--- src/rtl/draw_starfield_layers_if.sv ---
// draw_starfield_layers_if: VGA pixel-stream record and the vga interface that carries it.
package vga_pkg;
  typedef struct packed {
    logic [10:0] pxl_x;
    logic [10:0] pxl_y;
    logic        hsync;
    logic        vsync;
    logic        de;
    logic [3:0]  red;
    logic [3:0]  green;
    logic [3:0]  blue;
  } vga_t;
endpackage

interface vga;
  vga_pkg::vga_t t;
  modport in (input t);
  modport out (output t);
endinterface

--- src/rtl/draw_starfield_layers.sv ---
// draw_starfield_layers: parallax multi-layer LFSR star field for the VGA background path.
// Define STARS_TWINKLE_EN to halve star intensity on alternating groups of frames.
module draw_starfield_layers #(
  parameter int                WIDTH      = 640,
  parameter int                HEIGHT     = 480,
  parameter int                NUM_LAYERS = 3,
  parameter int                LFSR_W     = 10,
  parameter logic [LFSR_W-1:0] TAPS       = 10'h240,
  parameter logic [LFSR_W-1:0] SEED       = 10'h001,
  parameter logic [LFSR_W-1:0] SEED_STEP  = 10'h0B5,
  parameter int                GAP_BITS   = 4,
  parameter int                MIN_GAP    = 2,
  parameter int                SCROLL_DIV = 4
) (
  input  logic clk,
  input  logic resetN,
  vga.in       i,
  vga.out      o,
  input  logic scroll_en,
  output logic Draw
);
  localparam int CW = LFSR_W + 3;
  localparam int FW = $clog2(SCROLL_DIV + 1);

  if (NUM_LAYERS < 1 || NUM_LAYERS > 4 || MIN_GAP < 1 || SCROLL_DIV < 1 ||
      GAP_BITS > LFSR_W || WIDTH < 1 || HEIGHT < 1) begin : g_bad_cfg
    $error("draw_starfield_layers: illegal parameter set");
  end

  function automatic logic [LFSR_W-1:0] layer_seed(input int n);
    logic [LFSR_W-1:0] s;
    s = SEED + LFSR_W'(n) * SEED_STEP;
    return (s == '0) ? LFSR_W'(1) : s;
  endfunction

  logic                  r_armed;
  logic [FW-1:0]         r_frame_cnt;
  vga_pkg::vga_t         r_t;
  logic                  w_fs;
  logic                  w_top;
  logic                  w_scroll;
  logic [NUM_LAYERS-1:0] w_hit;
  logic [3:0]            w_col;
`ifdef STARS_TWINKLE_EN
  logic [7:0]            r_tw;
  logic [NUM_LAYERS-1:0] w_msb;
`endif

  assign w_fs     = i.t.pxl_x == '0 && i.t.pxl_y == '0;
  assign w_top    = r_frame_cnt == FW'(SCROLL_DIV - 1);
  assign w_scroll = w_fs && scroll_en && w_top;

  for (genvar k = 0; k < NUM_LAYERS; k++) begin : g_layer
    localparam logic [LFSR_W-1:0] SK = layer_seed(k);
    logic [LFSR_W-1:0] r_lfsr;
    logic [CW-1:0]     r_cnt;
    logic [7:0]        r_off;
    logic [CW-1:0]     w_gap;
    assign w_hit[k] = r_armed && !w_fs && r_cnt == '0;
    assign w_gap    = CW'(MIN_GAP) + (CW'(r_lfsr[GAP_BITS-1:0]) << k);
`ifdef STARS_TWINKLE_EN
    assign w_msb[k] = r_lfsr[LFSR_W-1];
`endif
    // Offsets load the counter at frame start, so a larger offset delays every star of the layer.
    always_ff @(posedge clk or negedge resetN)
      if (!resetN) begin
        r_lfsr <= SK;
        r_cnt  <= '0;
        r_off  <= '0;
      end else if (w_fs) begin
        r_lfsr <= SK;
        r_cnt  <= CW'(r_off);
        if (w_scroll) r_off <= r_off + 8'(NUM_LAYERS - k);
      end else if (r_armed) begin
        r_cnt <= (r_cnt == '0) ? w_gap : r_cnt - 1'b1;
        if (r_cnt == '0) r_lfsr <= (r_lfsr >> 1) ^ (r_lfsr[0] ? TAPS : '0);
      end
  end

  // Highest layer index first so the nearest hitting layer overwrites.
  always_comb begin
    w_col = '0;
    for (int j = NUM_LAYERS - 1; j >= 0; j--)
      if (w_hit[j])
`ifdef STARS_TWINKLE_EN
        w_col = (w_msb[j] ^ r_tw[j + 3]) ? 4'hF >> (j + 1) : 4'hF >> j;
`else
        w_col = 4'hF >> j;
`endif
  end

  always_ff @(posedge clk or negedge resetN)
    if (!resetN) begin
      r_armed     <= 1'b0;
      r_frame_cnt <= '0;
      r_t         <= '0;
      Draw        <= 1'b0;
    end else begin
      if (w_fs) r_armed <= 1'b1;
      if (w_fs) r_frame_cnt <= w_top ? (scroll_en ? '0 : r_frame_cnt) : r_frame_cnt + 1'b1;
      r_t       <= i.t;
      r_t.red   <= w_col;
      r_t.green <= w_col;
      r_t.blue  <= w_col;
      Draw      <= |w_hit;
    end

`ifdef STARS_TWINKLE_EN
  always_ff @(posedge clk or negedge resetN)
    if (!resetN) r_tw <= '0;
    else if (w_fs) r_tw <= r_tw + 1'b1;
`endif

  assign o.t = r_t;
endmodule

--- src/flat_wrapper.sv ---
// flat-port wrapper written by rule: the top's interface ports become plain ports
module draw_starfield_layers_flat 
#(
  parameter int                WIDTH      = 640,
  parameter int                HEIGHT     = 480,
  parameter int                NUM_LAYERS = 3,
  parameter int                LFSR_W     = 10,
  parameter logic [LFSR_W-1:0] TAPS       = 10'h240,
  parameter logic [LFSR_W-1:0] SEED       = 10'h001,
  parameter logic [LFSR_W-1:0] SEED_STEP  = 10'h0B5,
  parameter int                GAP_BITS   = 4,
  parameter int                MIN_GAP    = 2,
  parameter int                SCROLL_DIV = 4
)
  (clk, resetN, scroll_en, Draw, i_t, o_t);
  vga i_i ();
  vga o_i ();
  input  logic clk;
  input  logic resetN;
  input  logic scroll_en;
  output logic Draw;
  input wire logic [$bits(i_i.t)-1:0] i_t;
  output wire logic [$bits(o_i.t)-1:0] o_t;
  assign i_i.t = i_t;
  assign o_t = o_i.t;
  draw_starfield_layers #(.WIDTH(WIDTH), .HEIGHT(HEIGHT), .NUM_LAYERS(NUM_LAYERS), .LFSR_W(LFSR_W), .TAPS(TAPS), .SEED(SEED), .SEED_STEP(SEED_STEP), .GAP_BITS(GAP_BITS), .MIN_GAP(MIN_GAP), .SCROLL_DIV(SCROLL_DIV)) u_core (.clk(clk), .resetN(resetN), .i(i_i), .o(o_i), .scroll_en(scroll_en), .Draw(Draw));
endmodule
--- config.mk ---
export PLATFORM = sky130hd
export DESIGN_NAME = draw_starfield_layers_flat
export DESIGN_NICKNAME = d
export VERILOG_FILES = /design/src/rtl/draw_starfield_layers_if.sv /design/src/rtl/draw_starfield_layers.sv /design/src/flat_wrapper.sv
export SDC_FILE = /design/constraint.sdc
export NUM_CORES = 1
export LEC_CHECK = 0
export CAP_MARGIN = 20
export CORE_MARGIN = 2
export CORE_UTILIZATION = 40
export CTS_CLUSTER_DIAMETER = 40
export CTS_CLUSTER_SIZE = 30
export DETAILED_ROUTE_END_ITERATION = 12
export PLACE_DENSITY_LB_ADDON = 0.2
export SYNTH_ARGS = -nofsm -noshare
export SYNTH_HDL_FRONTEND = slang
export SYNTH_SLANG_ARGS = --single-unit
--- constraint.sdc ---
create_clock -name clk -period 2.85 [get_ports clk]
set_clock_uncertainty 0.1 [all_clocks]
set_input_delay 0.4275 -clock clk [delete_from_list [all_inputs] [get_ports clk]]
set_output_delay 0.4275 -clock clk [all_outputs]
set_load 0.1 [all_outputs]
## Word level (Yosys, flattened, before mapping)

Index checks and enable logic that the tools add are counted.

| operators by class | value |
|---|---|
| $add $sub $neg | 10 |
| $mul | 0 |
| divide/modulo/power cells | 0 |
| order comparisons | 0 |
| equality and inequality tests | 2 |
| shifts and indexed selects | 0 |
| mux-type cells | 26 |
| bitwise logic cells | 3 |
| reduce and logical (&&, ||, !) cells | 23 |

Operators with widths:

| operator | number |
|---|---|
| two-way mux 10 bit | 12 |
| two-way mux 13 bit | 9 |
| logical NOT 13 bit | 3 |
| subtractor 13 x 1 -> 13 bit, second input constant | 3 |
| bitwise XOR 9 x 10 -> 10 bit | 3 |
| logical NOT 11 bit | 2 |
| adder 8 x 2 -> 8 bit, second input constant | 2 |
| AND reduction 2 bit | 5 |
| two-way mux 3 bit | 3 |
| adder 8 x 1 -> 8 bit, second input constant | 1 |
| nonzero test 2 bit | 4 |
| adder 2 x 6 -> 7 bit, first input constant | 1 |
| logical AND 1 bit | 7 |
| adder 2 x 5 -> 6 bit, first input constant | 1 |
| adder 2 x 4 -> 5 bit, first input constant | 1 |
| two-way mux 4 bit | 1 |
| adder 3 x 1 -> 3 bit, second input constant | 1 |
| equality test 3 x 2 -> 1 bit, second input constant | 1 |
| OR reduction 3 bit | 1 |
| two-way mux 2 bit | 1 |
| != test 2 bit, second input constant | 1 |
| logical NOT 1 bit | 1 |

| storage, ports and cells | value |
|---|---|
| register bits | 127 |
| bits in latches | 0 |
| memory bits (writable) | 0 |
| bits in read-only memories | 0 |
| input bits | 40 |
| output and inout bits | 38 |
| word-level logic and storage cells | 82 |
| memories kept | 0 |

## Longest topological paths before layout

Gate-level depths: netlist of the first run.

| logic depth | value |
|---|---|
| word-level depth | 8 |
| depth in mapped cells | 8 |
| depth with buffers taken out | 7 |

## Worst setup path after synthesis of the first run

No wires, ideal clock.

| timing path | value |
|---|---|
| path type | register -> register |
| start | register u_core.g_layer[0].r_cnt[3] |
| end | register u_core.g_layer[0].r_cnt[2] |
| setup time | 124 ps |
| arrival | 2237 ps |
| required time | 2626 ps |
| setup slack | 389 ps |
| stages on the path, launching flop included | 8 |
| path buffers | 2 |
| clock period less this slack | 2461 ps |
| cell sequence | dfrtp_1 > buf_6 > or4_4 > buf_6 > or4_4 > mux2_4 > a221oi_2 > nor2_1 |

| on the way | value |
|---|---|
| word-level cells in the longest chain between the ends | 4 |

Ends and longest elaborated chain:

| element | line | RTL |
|---|---|---|
| start: declaration | draw_starfield_layers.sv:56 | `logic [CW-1:0] r_cnt;` |
| start signal: assignment | draw_starfield_layers.sv:72 | `r_cnt <= CW'(r_off);` |
| start signal: assignment | draw_starfield_layers.sv:75 | `r_cnt <= (r_cnt == '0) ? w_gap : r_cnt - 1'b1;` |
| logical NOT 13 bit | draw_starfield_layers.sv:75 |  |
| two-way mux 13 bit | draw_starfield_layers.sv:75 |  |
| two-way mux 13 bit | draw_starfield_layers.sv:74 | `end else if (r_armed) begin` |
| two-way mux 13 bit | draw_starfield_layers.sv:70 | `end else if (w_fs) begin` |

Every way passes these cells. The select of a mux whose other input is x is not followed.
A chain may end at the register's enable or synchronous reset.

## Worst setup path in the final report of the first run

| timing path | value |
|---|---|
| start | register u_core.g_layer[1].r_cnt[0] |
| end | register u_core.g_layer[1].r_cnt[12] |

| on the way | value |
|---|---|
| word-level cells in the longest chain between the ends | 4 |
| elaborated cells on any way between the ends | 5 |
| those cells by class | 1 x add/sub; 3 x mux; 1 x reduce/logical |

Ends and longest elaborated chain:

| element | line |
|---|---|
| start: declaration | draw_starfield_layers.sv:56 |
| start signal: assignment | draw_starfield_layers.sv:72 |
| start signal: assignment | draw_starfield_layers.sv:75 |
| subtractor 13 x 1 -> 13 bit / logical NOT 13 bit (equally long branches) | draw_starfield_layers.sv:75 |
| two-way mux 13 bit (*) | draw_starfield_layers.sv:75 |
| two-way mux 13 bit (*) | draw_starfield_layers.sv:74 |
| two-way mux 13 bit (*) | draw_starfield_layers.sv:70 |

Mark *: on every way between the ends. The rest lies on a longest branch, timed or not. The select of a mux whose other input is x is not followed.

==> impl_metrics.csv, run 1 <==
group,metric,value,unit
cells_and_area,final_nets,714,
worst_setup_path,critPathCaptureType,"flop",
route,drcViolationCount,0,
clock_network,cts.sinks,125,
power,swShare,0.243,
synthesis,synth_xor_xnor_area_share,0.0446,
clock_network,tritoncts,"built",
global_routing,met3_usage,0.0608,
power,p_sw,1.02,mW
synthesis,ys.flop_type,"dfrtp_1",
cells_and_area,seq_area,3140,sq um
route,wl_per_cell,14.6,um
route,drt_wl_total,12.6,mm
cells_and_area,nFillCells,1346,
worst_setup_path,timing.rr.start,"u_core.g_layer[1].r_cnt[0]",
clock_network,clock_latency,0.42,ns
worst_setup_path,setup.worst_path.start,"u_core.g_layer[1].r_cnt[0]",
global_routing,grt_pass1_wl,21.7,mm
clock_network,root_buffer,"clkbuf_16",
sta,slew_headroom,0.552,
power,seqPwrFrac,0.432,
synthesis,synth_area_leaders,"dfrtp_1 (48%), dfstp_2 (5.4%), nand2_1 (5.2%)",
route,drtIter0Drc,296,
cells_and_area,multiInputGateArea,2480,sq um
worst_setup_path,r2r-end,"u_core.g_layer[1].r_cnt[12]",
global_routing,grt_max_degree,57,
route,vias,4576,
sta,worst_pin_slew,0.666,ns
sta,fmax,396,MHz
synthesis,synth_top_cell_by_area,"dfrtp_1",
worst_setup_path,reg2reg_depth,6,
outcome,status,"finished clean",
sta,period_minus_slack,2.52,ns
power,comb_power_share,0.065,
synthesis,synth_nets,654,
global_routing,met1_usage,0.223,
hold_path,hold_class,"in2reg",
global_routing,antenna_found_initial,0,
die,die_y,125,um
power,clkPwrFrac,0.503,
route,drtPass1Iterations,4,
synthesis,synth_edf_count,0,
sta,finalCritPeriodShare,0.886,
die,start_util,0.407,
clock_network,clk_path_buf_depth,2,
synthesis,yosysMostFrequentCell,"dfrtp_1",
global_routing,grt_pass1_vias,4507,
global_routing,top_usage_layer,"met2",
synthesis,synth.avg_cell_area,9.79,sq um
worst_setup_path,critPathKind,"reg2reg",
synthesis,synth_top_family_by_area,"simple AND/OR/NAND/NOR gates",
synthesis,synthArstFlopShare,1.00,
power,p_per_area,580,nW/um^2
synthesis,yosys_warnings,0,
synthesis,synth-seq-area-share,0.533,
place,pre_cts_slack,0.112,ns
synthesis,synth.top_cell.area_share,0.480,
clock_network,cts_buffers,17,
die,ios,78,
place,dpl.hpwl,8.41,mm
synthesis,syn_area,5890,sq um
sta,maxSlewViolCount,0,
synthesis,ys_seq_elements,125,
cells_and_area,num_antenna_cells,0,
worst_setup_path,reg2reg_slack,0.33,ns
sta,fin_ws,0.326,ns
synthesis,synthSimpleGateAreaFrac,0.222,
sta,tns,0,ns
run,max_cap_violations,0,
die,die_w,125,um
die,fp.dieArea,15700,sq um
worst_setup_path,crit_end,"u_core.g_layer[1].r_cnt[12]",
route,vias_per_cell,5.33,
power,internal_power,3.17,mW
synthesis,synth_fa_ha_area_frac,0.0255,
clock_network,cts_setup_buffers,0,
worst_setup_path,worst_ep_arrival_time,2.73,ns
sta,finalHoldViolations,0,
cells_and_area,syn_to_final_growth,22.7,%
place,finalWeightedCongestion,0.826,
clock_network,h-tree-depth,4,
sta,setup_viol_count_final,0,
global_routing,use_met2,0.270,
synthesis,synth_compound_area_frac,0.106,
synthesis,syn_inst,602,
clock_network,clk_pin_slew,0.05,ns
global_routing,grt-ovfl-total,0,
worst_setup_path,worstPathRequired,3.06,ns
power,vdd_drop_max,406,uV
synthesis,synth_cell_types,53,
route,ant_nets,0,
synthesis,synth_commonest_cells,"dfrtp_1 (113), nand2_1 (82), nor2_1 (58)",
sta,rsz0062_at_grt,"no",
global_routing,track_usage,0.171,
worst_setup_path,crit_path_start_kind,"flop",
clock_network,postCtsResizedCells,0,
die,coreArea,14500,sq um
synthesis,synth.area.mux_share,0.0219,
power,p_leak,3.16,nW
worst_setup_path,path_max_fanout,12,
cells_and_area,drive_gt1_frac,0.175,
place,io_buffers,65,
die,row_count,44,
clock_network,ctsHoldBuffers,1,
==> layout by cell type (no fill, tap or decap), drive strengths merged, types with 3 or more instances in the layout <==
cell / synthesis / final
nand3b: 3 / 3
nor2: 58 / 58
dfstp: 12 / 12
clkinv: 0 / 4
o211ai: 5 / 5
ha: 12 / 12
nor4: 26 / 26
or3: 11 / 11
a221oi: 5 / 5
or4b: 4 / 4
a21oi: 38 / 38
nand2: 82 / 82
nor3: 15 / 15
o21ai: 20 / 20
mux2: 4 / 4
clkinvlp: 0 / 7
and3: 4 / 4
xnor2: 18 / 18
clkbuf: 32 / 18
a31oi: 7 / 7
or4: 10 / 10
o21a: 4 / 4
nand4: 6 / 6
mux2i: 8 / 8
nand4b: 3 / 3
nand3: 34 / 34
inv: 16 / 17
buf: 12 / 58
dfrtp: 113 / 113
xor2: 12 / 12
o41ai: 3 / 3
o31ai: 6 / 6
clkdlybuf4s50: 0 / 26
==> state kept, by name, summed over array words and instances, names as in the netlist <==
name / flops
u_core.Draw: 1
u_core.g_layer.r_cnt: 39
u_core.g_layer.r_lfsr: 30
u_core.g_layer.r_off: 23
u_core.o.t: 28
u_core.r_armed: 1
u_core.r_frame_cnt: 3
==> cell type report <==
cell class | count | area share
Sequential cell | 125 | 0.435
Multi-Input combinational cell | 417 | 0.343
Timing Repair Buffer | 85 | 0.101
Clock buffer | 18 | 0.0608
Tap cell | 184 | 0.0319
Clock inverter | 14 | 0.0201
Inverter | 16 | 0.00831
==> how the worst min path moves through the flow <==
stage / startpoint / endpoint / slack [ns] / cells after the start
3_5_place_dp: u_core.g_layer[1].r_off[7] / u_core.g_layer[1].r_off[7] / 0.36 / 1
5_1_grt: i_t[14] / u_core.o.t[14] / 0.33 / 1
6_report: i_t[14] / u_core.o.t[14] / 0.35 / 1
2_1_floorplan: resetN / u_core.Draw / 0.03 / 0
3_3_place_gp: u_core.g_layer[1].r_off[7] / u_core.g_layer[1].r_off[7] / 0.36 / 1
4_1_cts: i_t[13] / u_core.o.t[13] / 0.33 / 1
==> stage by stage <==
step	instances	total power [mW]	cell area (sq um)	utilization	hold WS [ns]
4_1_cts	859	4.25	7230	0.499	0.329
3_5_place_dp	826	2.12	6630	0.458	0.363
3_3_place_gp	826	2.11	6630	0.458	0.362
5_1_grt	859	4.35	7230	0.499	0.330
6_report	859	4.19	7230	0.499	0.349
2_1_floorplan	602	2.00	5890	-	0.0319
==> routing by layer <==
layer,routed length [um],up-vias
met1,5870,2241
met2,6010,73
met5,0,-
met3,543,14
li1,-,2248
met4,131,0
==> critical path: stages, from the launching register on <==
cell	delay [ns]
dfrtp_1	0.41
inv_1	0.10
ha_1	0.13
or4b_1	0.51
or4_1	0.71
and3_1	0.29
o21a_1	0.16
==> power groups by stage <==
stage	sequential (mW)	clock [mW]	combinational, mW
CTS	1.81	2.17	0.277
detailed placement	1.84	0	0.275
floorplan	1.97	0	0.0213
finish	1.81	2.11	0.272
global placement	1.84	0	0.273
global route	1.81	2.25	0.289
==> logic make-up after synthesis <==
kind of cell,count (synthesis)
xor gates and xnor gates,30
adders and majority gates,12
and+or+nand+nor,263
DFF,125
AOI/OAI and AO/OA,100
buffers and inverters,60
muxes,12
No activity file was read; power rests on OpenSTA's default activity.
==> inputs of run 2 (changes only) <==
--- a/config.mk
+++ b/config.mk
@@ -7,10 +7,11 @@
 export LEC_CHECK = 0
 export CAP_MARGIN = 20
 export CORE_MARGIN = 2
-export CORE_UTILIZATION = 40
+export CORE_UTILIZATION = 55
 export CTS_CLUSTER_DIAMETER = 40
 export CTS_CLUSTER_SIZE = 30
 export DETAILED_ROUTE_END_ITERATION = 12
+export GPL_TIMING_DRIVEN = 0
 export PLACE_DENSITY_LB_ADDON = 0.2
 export SYNTH_ARGS = -nofsm -noshare
 export SYNTH_HDL_FRONTEND = slang
==> impl_metrics.csv, run 2 (synthesized netlist as in run 1, its figures left out) <==
group,metric,value,unit
outcome,status,"finished clean",
power,p_sw,1.02,mW
worst_setup_path,reg2reg_depth,7,
worst_setup_path,cpPeakStageDelay,1.11,ns
cells_and_area,regMostFlops,"u_core.g_layer.r_cnt",
power,comb_power_share,0.069,
worst_setup_path,r2r-end,"u_core.g_layer[1].r_cnt[9]",
power,internal_power,3.06,mW
sta,finalHoldViolations,0,
worst_setup_path,crit_end,"o_t[5]",
worst_setup_path,critPathKind,"reg2out",
worst_setup_path,worst_ep_arrival_time,2.20,ns
clock_network,clock_latency,0.54,ns
die,coreArea,10400,sq um
worst_setup_path,worstPathRequired,2.32,ns
route,drtIter0Drc,307,
global_routing,met3_usage,0.0799,
global_routing,grt_pass1_vias,4914,
worst_setup_path,timing.rr.start,"u_core.g_layer[1].r_cnt[0]",
power,swShare,0.250,
route,vias,4946,
sta,period_minus_slack,2.73,ns
sta,fin_ws,0.124,ns
die,die_w,108,um
place,finalWeightedCongestion,0.886,
die,start_util,0.568,
power,clkPwrFrac,0.487,
cells_and_area,nFillCells,781,
route,wl_per_cell,17.0,um
die,ios,78,
place,pre_cts_slack,-0.449,ns
global_routing,track_usage,0.266,
global_routing,top_usage_layer,"met2",
clock_network,h-tree-depth,4,
cells_and_area,num_antenna_cells,0,
sta,rsz0062_at_grt,"no",
worst_setup_path,crit_path_top_delay_cell,"clkdlybuf4s50_1",
route,drtPass1Iterations,5,
power,seqPwrFrac,0.444,
power,p_leak,3.15,nW
route,drt_wl_total,14.2,mm
hold_path,hold_class,"in2reg",
worst_setup_path,cp_num_cells,2,
die,row_count,37,
run,max_cap_violations,0,
clock_network,tritoncts,"built",
route,vias_per_cell,5.91,
place,dpl.hpwl,9.64,mm
place,io_buffers,65,
route,ant_nets,0,
cells_and_area,largest_reg_flops,39,
die,fp.dieArea,11600,sq um
power,vdd_drop_max,514,uV
sta,finalCritPeriodShare,0.956,
global_routing,antenna_found_initial,0,
global_routing,grt_max_degree,90,
worst_setup_path,reg2reg_slack,0.16,ns
cells_and_area,drive_gt1_frac,0.101,
place,placed_area,6740,sq um
hold_path,worstHoldPathCells,1,
route,drcViolationCount,0,
sta,setup_viol_count_final,0,
worst_setup_path,path_cells,"buf_4, clkdlybuf4s50_1",
worst_setup_path,crit_buf_inv,2,
cells_and_area,layout_commonest_cell,"dfrtp_1",
sta,worst_pin_slew,0.999,ns
clock_network,cts.sinks,125,
worst_setup_path,crit_path_start_kind,"flop",
global_routing,met1_usage,0.347,
sta,maxSlewViolCount,0,
worst_setup_path,path_max_fanout,6,
sta,fmax,367,MHz
sta,slew_headroom,0.329,
worst_setup_path,critPathCaptureType,"output pin",
clock_network,root_buffer,"clkbuf_8",
power,p_per_area,557,nW/um^2
die,die_y,108,um
cells_and_area,syn_to_final_growth,24.0,%
global_routing,grt-ovfl-total,0,
clock_network,clk_pin_slew,0.06,ns
global_routing,use_met2,0.414,
worst_setup_path,setup.worst_path.start,"u_core.o.t[9]",
cells_and_area,final_nets,740,
worst_setup_path,crit_family,"buffers and inverters",
global_routing,grt_pass1_wl,23.7,mm
clock_network,cts_setup_buffers,0,
cells_and_area,multiInputGateArea,2480,sq um
cells_and_area,design_area,7310,sq um
cells_and_area,seq_area,3140,sq um
clock_network,clk_path_buf_depth,2,
clock_network,cts_buffers,17,
cells_and_area,layout_common_cells,"dfrtp_1 (113), nand2_1 (82), clkdlybuf4s50_1 (64), nor2_1 (58), a21oi_1 (38)",
-- run 2: cell count changes in the layout (fill, tap and decap cells not counted), moves of 2 or more --
cell	previous run	this run
buf_12	2	0
clkinv_4	1	3
clkdlybuf4s50_1	26	64
buf_4	56	9
clkbuf_1	0	33
clkinvlp_4	7	3
buf_6	0	3
-- run 2: area by class of cell --
type | count | area share
inverters | 16 | 0.00822
flip-flops and latches | 125 | 0.430
clock buffers | 19 | 0.0591
multi-input cells | 417 | 0.340
clock inverters | 13 | 0.0159
repair buffers | 67 | 0.0943
plain buffers | 44 | 0.0293
well taps | 136 | 0.0233
-- run 2: per-stage QoR --
stage               instances  setup TNS (ns)  hold WS (ns)  utilization  power (mW)
finish                    837               0         0.225        0.705        4.07
global route              837               0         0.221        0.705        4.20
CTS                       837               0         0.207        0.704        4.10
detailed placement        804           -9.85         0.247        0.650        2.12
global placement          803         -421.68         0.363        0.647        2.11
floorplan                 602               0        0.0319            -        2.00
-- run 2: worst min path at each step --
stage                                             end  slack (ns)                  startpoint
after floorplan                           u_core.Draw        0.03                      resetN
after global placement     u_core.g_layer[1].r_off[7]        0.36  u_core.g_layer[1].r_off[7]
after detailed placement  u_core.g_layer[2].r_lfsr[2]        0.25                      resetN
after CTS                              u_core.o.t[13]        0.21                     i_t[13]
after global routing                   u_core.o.t[14]        0.22                     i_t[14]
final                                  u_core.o.t[13]        0.23                     i_t[13]
-- run 2: what timing repair did --
action                                 in CTS  in global routing
hold buffers                                1                  0
resized for setup                           0                  1
endpoints found under the hold margin      36                  0
setup endpoints to repair                   0                  6
-- run 2: layer usage --
layer  share of wire  up-vias  wire length (um)
met4           0.019        0               268
met2            0.48      185              6790
li1                -     2315                 -
met3           0.070       26               988
met5               0        -                 0
met1            0.43     2420              6150
-- run 2: power groups by stage --
| stage | clock [mW] | combinational (mW) | sequential [mW] |
|---|---|---|---|
| CTS | 2.01 | 0.284 | 1.81 |
| global route | 2.09 | 0.297 | 1.81 |
| finish | 1.98 | 0.281 | 1.81 |
| detailed placement | 0 | 0.282 | 1.84 |
| global placement | 0 | 0.274 | 1.84 |
| floorplan | 0 | 0.0213 | 1.97 |
==> inputs of run 3 (changes only) <==
--- a/config.mk
+++ b/config.mk
@@ -12,7 +12,8 @@
 export CTS_CLUSTER_SIZE = 30
 export DETAILED_ROUTE_END_ITERATION = 12
 export GPL_TIMING_DRIVEN = 0
-export PLACE_DENSITY_LB_ADDON = 0.2
+export PLACE_DENSITY = 0.85
+export SKIP_CTS_REPAIR_TIMING = 1
 export SYNTH_ARGS = -nofsm -noshare
 export SYNTH_HDL_FRONTEND = slang
 export SYNTH_SLANG_ARGS = --single-unit
==> impl_metrics.csv, run 3 (synthesized netlist as in run 1, its figures left out) <==
group,metric,value,unit
worst_setup_path,critPathKind,"reg2out",
die,start_util,0.568,
power,vdd_drop_max,498,uV
sta,fin_ws,0.127,ns
power,seqPwrFrac,0.432,
power,swShare,0.252,
cells_and_area,syn_to_final_growth,25.0,%
route,vias_per_cell,6.08,
place,placed_area,6740,sq um
worst_setup_path,r2r-end,"u_core.g_layer[1].r_cnt[3]",
die,die_y,108,um
sta,fmax,367,MHz
global_routing,grt_pass1_wl,24.6,mm
cells_and_area,final_nets,741,
sta,rsz0062_at_grt,"no",
global_routing,grt-ovfl-total,0,
cells_and_area,layout_commonest_cell,"dfrtp_1",
worst_setup_path,timing.rr.start,"u_core.g_layer[1].r_cnt[0]",
worst_setup_path,crit_path_start_kind,"flop",
worst_setup_path,crit_end,"o_t[9]",
die,fp.dieArea,11600,sq um
sta,slew_headroom,0.333,
cells_and_area,regMostFlops,"u_core.g_layer.r_cnt",
route,drt_wl_total,14.7,mm
global_routing,antenna_found_initial,0,
global_routing,track_usage,0.273,
route,vias,5095,
cells_and_area,largest_reg_flops,39,
place,io_buffers,65,
power,clkPwrFrac,0.501,
cells_and_area,num_antenna_cells,0,
place,pre_cts_slack,-0.347,ns
clock_network,h-tree-depth,4,
run,max_cap_violations,0,
worst_setup_path,reg2reg_depth,7,
global_routing,grt_pass1_vias,5272,
sta,tns,0,ns
cells_and_area,layout_common_cells,"dfrtp_1 (113), nand2_1 (82), clkdlybuf4s50_1 (64), nor2_1 (58), a21oi_1 (38)",
worst_setup_path,path_max_fanout,6,
die,ios,78,
power,p_sw,1.06,mW
clock_network,cts.sinks,125,
sta,period_minus_slack,2.72,ns
worst_setup_path,reg2reg_slack,0.16,ns
hold_path,hold_class,"in2reg",
route,maxUsedRoutingLayer,"met4",
clock_network,root_buffer,"clkbuf_8",
sta,maxSlewViolCount,0,
worst_setup_path,worst_ep_arrival_time,2.20,ns
route,drtPass1Iterations,5,
route,drtIter0Drc,433,
sta,worst_pin_slew,0.998,ns
power,internal_power,3.13,mW
power,p_leak,3.16,nW
power,comb_power_share,0.067,
route,wl_met2,7.35,mm
clock_network,clk_path_buf_depth,2,
route,met3RoutedLength,1.07,mm
route,drcViolationCount,0,
cells_and_area,design_area,7360,sq um
place,finalWeightedCongestion,0.924,
sta,setup_viol_count_final,0,
sta,finalCritPeriodShare,0.956,
worst_setup_path,worstPathRequired,2.32,ns
route,wl_per_cell,17.5,um
clock_network,tritoncts,"built",
worst_setup_path,setup.worst_path.start,"u_core.o.t[9]",
cells_and_area,drive_gt1_frac,0.105,
die,row_count,37,
die,coreArea,10400,sq um
place,dpl.hpwl,9.79,mm
power,p_per_area,569,nW/um^2
outcome,status,"finished clean",
die,die_w,108,um
route,ant_nets,0,
clock_network,clk_pin_slew,0.06,ns
worst_setup_path,critPathCaptureType,"output pin",
route,wl_met1,5.90,mm
sta,finalHoldViolations,0,
clock_network,cts_buffers,17,
global_routing,grt_max_degree,74,
clock_network,clock_latency,0.53,ns
==> run 3: changes by cell type in the layout (fill, tap and decap cells not counted), sizes merged <==
cell      delta
clkinvlp     +1
clkinv       -3
inv          +2
bufinv       +1
==> run 3: power by group through the flow <==
stage | Sequential [mW] | Clock (mW) | Combinational, mW
6_report | 1.81 | 2.10 | 0.282
5_1_grt | 1.81 | 2.21 | 0.298
4_1_cts | 1.81 | 2.11 | 0.283
3_5_place_dp | 1.84 | 0 | 0.282
3_3_place_gp | 1.84 | 0 | 0.273
2_1_floorplan | 1.97 | 0 | 0.0213
==> run 3: worst max-delay path, cell delays in order, from the launching register on <==
cell,delay (ns)
dfrtp_1,0.42
buf_4,0.13
clkdlybuf4s50_1,1.12
==> run 3: area by class of cell <==
cell class                      instances  area (sq um)
Clock inverter                         14           160
Inverter                               16          60.1
Clock buffer                           18           418
Timing Repair Buffer                   68           697
Fill cell                             745          3010
Multi-Input combinational cell        417          2500
Tap cell                              136           170
Buffer                                 44           215
Sequential cell                       125          3140
==> run 3: layer usage <==
metal / vias to the layer above / track usage
met3: 33 / 0.0732
met2: 242 / 0.446
li1: 2304 / -
met5: - / 0
met1: 2516 / 0.341
met4: 0 / 0.119
==> run 3: metrics by stage <==
stage	utilization	power, mW	hold WS (ns)	cells
6_report	0.710	4.19	0.241	838
5_1_grt	0.710	4.32	0.216	838
4_1_cts	0.706	4.20	-0.244	836
3_5_place_dp	0.650	2.12	0.299	804
3_3_place_gp	0.647	2.11	0.359	803
2_1_floorplan	-	2.00	0.0319	602
==> run 3: worst min path at each step <==
stage                                           from                          to  slack, ns  cells after the start
after floorplan                               resetN                 u_core.Draw       0.03                      0
after global placement    u_core.g_layer[1].r_off[7]  u_core.g_layer[1].r_off[7]       0.36                      1
after detailed placement                      resetN  u_core.g_layer[0].r_off[6]       0.30                      1
after CTS                                     resetN  u_core.g_layer[0].r_off[6]      -0.24                      1
after global routing                         i_t[13]              u_core.o.t[13]       0.22                      1
final                                        i_t[13]              u_core.o.t[13]       0.24                      1
